`src/rtl/button_conditioner.sv`:
```
// rtl/button_conditioner.sv - synchronize, debounce and auto-repeat three pushbuttons
module button_conditioner #(
    parameter int DEBOUNCE_CYCLES = 1_000_000,
    parameter int REPEAT_DELAY    = 25_000_000,
    parameter int REPEAT_RATE     = 5_000_000
) (
    input  logic clk,
    input  logic rst_n,
    input  logic key_increase_n,
    input  logic key_decrease_n,
    input  logic key_change_n,
    output logic pressed_increase,
    output logic pressed_decrease,
    output logic pressed_change,
    output logic butt_increase,
    output logic butt_decrease,
    output logic butt_change
);

    localparam int DB_W   = $clog2(DEBOUNCE_CYCLES + 1);
    localparam int RP_MAX = (REPEAT_DELAY > REPEAT_RATE) ? REPEAT_DELAY : REPEAT_RATE;
    localparam int RP_W   = $clog2(RP_MAX + 1);
    localparam logic [DB_W-1:0] DB_LAST    = DB_W'(DEBOUNCE_CYCLES - 1);
    localparam logic [RP_W-1:0] DELAY_LAST = RP_W'(REPEAT_DELAY - 1);
    localparam logic [RP_W-1:0] RATE_LAST  = RP_W'(REPEAT_RATE - 1);

    typedef enum logic [1:0] {
        IDLE,
        WAIT_DELAY,
        REPEAT
    } rpt_state_t;

    // Channel order everywhere: 0 = increase, 1 = decrease, 2 = change.
    logic [2:0]      raw_n;
    logic [2:0]      sync1_n;
    logic [2:0]      sync2_n;
    logic [2:0]      level;
    logic [2:0]      stable;
    logic [2:0]      stable_d;
    logic [2:0]      rise;
    logic [DB_W-1:0] db_cnt [3];
    logic            conflict;

    rpt_state_t      state    [2];
    rpt_state_t      state_nx [2];
    logic [RP_W-1:0] rpt_cnt    [2];
    logic [RP_W-1:0] rpt_cnt_nx [2];
    logic [1:0]      rpt_pulse;

    assign raw_n = {key_change_n, key_decrease_n, key_increase_n};

    always_ff @(posedge clk or negedge rst_n) begin
        if (!rst_n) begin
            sync1_n  <= '1;
            sync2_n  <= '1;
            level    <= '0;
            stable   <= '0;
            stable_d <= '0;
            for (int i = 0; i < 3; i++) begin
                db_cnt[i] <= '0;
            end
        end else begin
            sync1_n  <= raw_n;
            sync2_n  <= sync1_n;
            level    <= ~sync2_n;
            stable_d <= stable;
            // Any cycle agreeing with the stable level restarts the debounce window.
            for (int i = 0; i < 3; i++) begin
                if (level[i] == stable[i]) begin
                    db_cnt[i] <= '0;
                end else if (db_cnt[i] == DB_LAST) begin
                    stable[i] <= ~stable[i];
                    db_cnt[i] <= '0;
                end else begin
                    db_cnt[i] <= db_cnt[i] + 1'b1;
                end
            end
        end
    end

    assign rise     = stable & ~stable_d;
    assign conflict = stable[0] & stable[1];

    always_ff @(posedge clk or negedge rst_n) begin
        if (!rst_n) begin
            for (int i = 0; i < 2; i++) begin
                state[i]   <= IDLE;
                rpt_cnt[i] <= '0;
            end
        end else begin
            for (int i = 0; i < 2; i++) begin
                state[i]   <= state_nx[i];
                rpt_cnt[i] <= rpt_cnt_nx[i];
            end
        end
    end

    always_comb begin
        for (int i = 0; i < 2; i++) begin
            state_nx[i]   = state[i];
            rpt_cnt_nx[i] = rpt_cnt[i] + 1'b1;
            rpt_pulse[i]  = 1'b0;
            if (conflict || !stable[i]) begin
                state_nx[i]   = IDLE;
                rpt_cnt_nx[i] = '0;
            end else begin
                case (state[i])
                    IDLE: begin
                        rpt_cnt_nx[i] = '0;
                        if (rise[i]) begin
                            state_nx[i] = WAIT_DELAY;
                        end
                    end
                    WAIT_DELAY: begin
                        if (rpt_cnt[i] == DELAY_LAST) begin
                            rpt_pulse[i]  = 1'b1;
                            state_nx[i]   = REPEAT;
                            rpt_cnt_nx[i] = '0;
                        end
                    end
                    REPEAT: begin
                        if (rpt_cnt[i] == RATE_LAST) begin
                            rpt_pulse[i]  = 1'b1;
                            rpt_cnt_nx[i] = '0;
                        end
                    end
                    default: begin
                        state_nx[i]   = IDLE;
                        rpt_cnt_nx[i] = '0;
                    end
                endcase
            end
        end
    end

    // A press suppressed by the increase/decrease conflict is dropped, never deferred.
    always_ff @(posedge clk or negedge rst_n) begin
        if (!rst_n) begin
            butt_increase <= 1'b0;
            butt_decrease <= 1'b0;
            butt_change   <= 1'b0;
        end else begin
            butt_increase <= ~conflict & (rise[0] | rpt_pulse[0]);
            butt_decrease <= ~conflict & (rise[1] | rpt_pulse[1]);
            butt_change   <= rise[2];
        end
    end

    assign pressed_increase = stable[0];
    assign pressed_decrease = stable[1];
    assign pressed_change   = stable[2];

endmodule

```
`config.mk`:
```
export PLATFORM = sky130hd
export DESIGN_NAME = button_conditioner
export DESIGN_NICKNAME = d
export VERILOG_FILES = /design/src/rtl/button_conditioner.sv
export SDC_FILE = /design/constraint.sdc
export NUM_CORES = 1
export LEC_CHECK = 0
export CAP_MARGIN = 20
export CORE_MARGIN = 5
export CORE_UTILIZATION = 56
export CTS_CLUSTER_DIAMETER = 120
export DETAILED_ROUTE_END_ITERATION = 6
export GPL_TIMING_DRIVEN = 0
export PLACE_DENSITY = 0.81
export SLEW_MARGIN = 20
export SYNTH_ARGS = -nofsm -noshare
export SYNTH_HDL_FRONTEND = slang
export SYNTH_SLANG_ARGS = --single-unit
```
`constraint.sdc`:
```
create_clock -name clk -period 2.3 [get_ports clk]
set_input_delay 0.345 -clock clk [delete_from_list [all_inputs] [get_ports clk]]
set_output_delay 0.345 -clock clk [all_outputs]
set_load 0.02 [all_outputs]
```
==> results.json <==
{
  "status": "finished, violations left",
  "violations": "negative setup slack",
  "grt_pass1_vias": 4960,
  "synthFlopType": "dfrtp_1",
  "whs_ps": 327,
  "crit_path_end_kind": "register",
  "period_minus_slack_ps": 2330,
  "cts_buffers": 17,
  "fillers": 836,
  "dieArea_um2": 13700,
  "stdcell_area_um2": 7720,
  "clk_pin_slew_ps": 60,
  "grt-ovfl-total": 0,
  "route.detailed.wl_per_inst_um": 15.9,
  "hold_end": "sync1_n[0]$_DFF_PN1_",
  "yosys.area.top_type": "dfrtp_1",
  "cp-startpoint": "rpt_cnt[35]$_DFF_PN0_",
  "timing.rr.start": "rpt_cnt[35]$_DFF_PN0_",
  "total_power_mw": 5.33,
  "hold_violations": 0,
  "hold_depth": 1,
  "clk_path_buf_depth": 2,
  "clock_sinks": 132,
  "yosys-top-cells-area": "dfrtp_1 (49%), nor2_1 (7.6%), xor2_1 (7.1%)",
  "placed_area_um2": 6750,
  "r2r_slack_ps": -30,
  "fmax_mhz": 430,
  "diodes": 0,
  "row_count": 39,
  "antenna_found_initial": 0,
  "first_iter_violations": 334,
  "ir_drop_mv": 0.647,
  "place_congestion": 0.891,
  "hpwl_mm": 8.47,
  "synth_most_common_cell": "nor2_1",
  "required_ps": 2600,
  "timing.final.crit_share": 1.01,
  "drcViolationCount": 0,
  "grt_use_total": 0.209,
  "relSlewSlack": 0.437,
  "cp_max_fo": 6,
  "synth-seq-area-share": 0.514,
  "reg2reg_depth": 6,
  "setup.worst_path.class": "register to register",
  "maxCapViolations": 0,
  "first_pass_iters": 5,
  "start_util": 0.569,
  "post-route-util": 0.682,
  "hold_path.class": "input pin to register",
  "slew_viol_final": 0,
  "placement.setup.worst_slack_ps": -232,
  "instances_no_fill": 838,
  "viasPerCell": 5.81,
  "drive_gt1_frac": 0.168,
  "clock_skew_ps": 7.20,
  "async_flop_share": 1.00,
  "postSynthAreaPerCell_um2": 10.1,
  "nets": 701,
  "ant_nets": 0,
  "ios": 11,
  "port_buffers": 10,
  "core_area_um2": 11300,
  "tns_ps": -110,
  "tightest_slew_ps": 837,
  "worst_slack_ps": -27.6,
  "cts_tree": "yes",
  "die_w_um": 117,
  "vias": 4867,
  "clockRootBuffer": "clkbuf_16",
  "p_leak_nw": 3.13,
  "htree_levels": 4,
  "grt_pass1_wl_mm": 22.7,
  "worst_r2r_endpoint": "rpt_cnt[41]$_DFF_PN0_",
  "crit_arrival_ps": 2630,
  "rsz0062_at_grt": "true",
  "ys_ff_latch": 132,
  "power_density_nw_per_um2": 691,
  "synth.top_cell.area_share": 0.490,
  "synth_edf_count": 0,
  "synth.cell_area_um2": 6440,
  "setup_viol": 8,
  "routed_wl_mm": 13.3,
  "synth_nets": 655,
  "area_growth_pct": 19.9,
  "cp-start-kind": "register",
  "numPlacedInstances": 790,
  "grt_max_degree": 78,
  "yosys_warnings": 0,
  "clock_latency_ps": 420,
  "yosysUniqueCellTypes": 50,
  "synth_cells": 636,
  "synthTopCellsByCount": "nor2_1 (130), dfrtp_1 (126), xor2_1 (52), xnor2_1 (50), nand3_1 (42)",
  "die_h_um": 117,
  "min_from": "key_increase_n"
}
power breakdown:
part	total, mW	internal, mW	switching (mW)
combinational	0.107	0.0311	0.0762
sequential	2.37	2.35	0.0180
clock	2.86	1.83	1.03
total	5.33	4.21	1.13
metal layers:
layer	global-route usage	up-vias	part of all wire
met1	0.258	2440	0.42
met4	0.0887	0	0.020
met2	0.350	126	0.52
met5	0	-	0
li1	-	2276	-
met3	0.0530	25	0.042
worst max-delay path by stage:
stage,to,depth (start not counted),slack [ps]
finish,rpt_cnt[41]$_DFF_PN0_,6,-30
floorplan,rpt_cnt[41]$_DFF_PN0_,6,70
global placement,db_cnt[16]$_DFF_PN0_,1,-4080
global route,rpt_cnt[41]$_DFF_PN0_,6,-80
CTS,rpt_cnt[42]$_DFF_PN0_,6,-40
detailed placement,db_cnt[38]$_DFF_PN0_,8,-230
layout make-up:
type	count	area, um2	area share
Buffer	7	67.6	0.00875
Clock buffer	18	429	0.0556
Clock inverter	14	203	0.0262
Inverter	23	86.3	0.0112
Multi-Input combinational cell	471	3150	0.407
Sequential cell	132	3320	0.429
Tap cell	143	179	0.0232
Timing Repair Buffer	30	297	0.0384
cells in the final DEF, fill, tap and decap left out, drive strengths merged, types with 2 or more instances in the layout:
master         synthesis  routed
nor2                 130     130
dfrtp                126     126
xor2                  52      52
xnor2                 50      50
nand3                 42      42
nand2                 37      37
nand4                 29      29
buf                    6      26
inv                   23      25
clkbuf                 4      19
and3                  15      15
nor3                  15      15
ha                    14      14
nor4                  14      14
and4                  12      12
clkdlybuf4s50          0       9
clkinv                 0       7
dfstp                  6       6
or2                    4       4
and2                   4       4
or4bb                  4       4
bufinv                 0       4
or4                    4       4
nor4b                  3       3
nor2b                  3       3
nand4b                 3       3
o31ai                  3       3
mux2                   3       3
a31oi                  3       3
or4b                   3       3
a21boi                 3       3
o211ai                 3       3
nand3b                 2       2
a21o                   2       2
a21oi                  2       2
o41ai                  2       2
nor3b                  2       2
cells by family (layout without fill, tap and decap cells):
kind of cell	after synthesis	after routing	synth area share
simple gates	330	330	0.260
flops	132	132	0.514
xor+xnor	102	102	0.139
buf+inv	33	92	0.0227
compound gates	22	22	0.0317
fa+ha+maj	14	14	0.0272
mux	3	3	0.00525
state kept, by name, summed over array words and instances (netlist names):
signal and flops:
butt_change 1, butt_decrease 1, butt_increase 1, db_cnt 60, level 3, rpt_cnt 50, stable 3, stable_d 3
state 4, sync1_n 3, sync2_n 3
what timing repair did:
item | 4_1_cts | 5_1_grt
setup endpoints to repair | 75 | 82
pin swaps | 17 | 15
gates resized for setup | 25 | 37
hold endpoints to repair | 55 | 0
hold buffers | 1 | 0
cloned | 2 | 0
setup buffers | 11 | 5
worst max-delay path: stages, from the launching register on:
cell and delay (ps):
dfrtp_1 380, or4bb_1 500, or4_4 580, o41ai_4 260, a211o_4 270, buf_8 170, nor2_4 40
(Power assumes the default switching activity.)
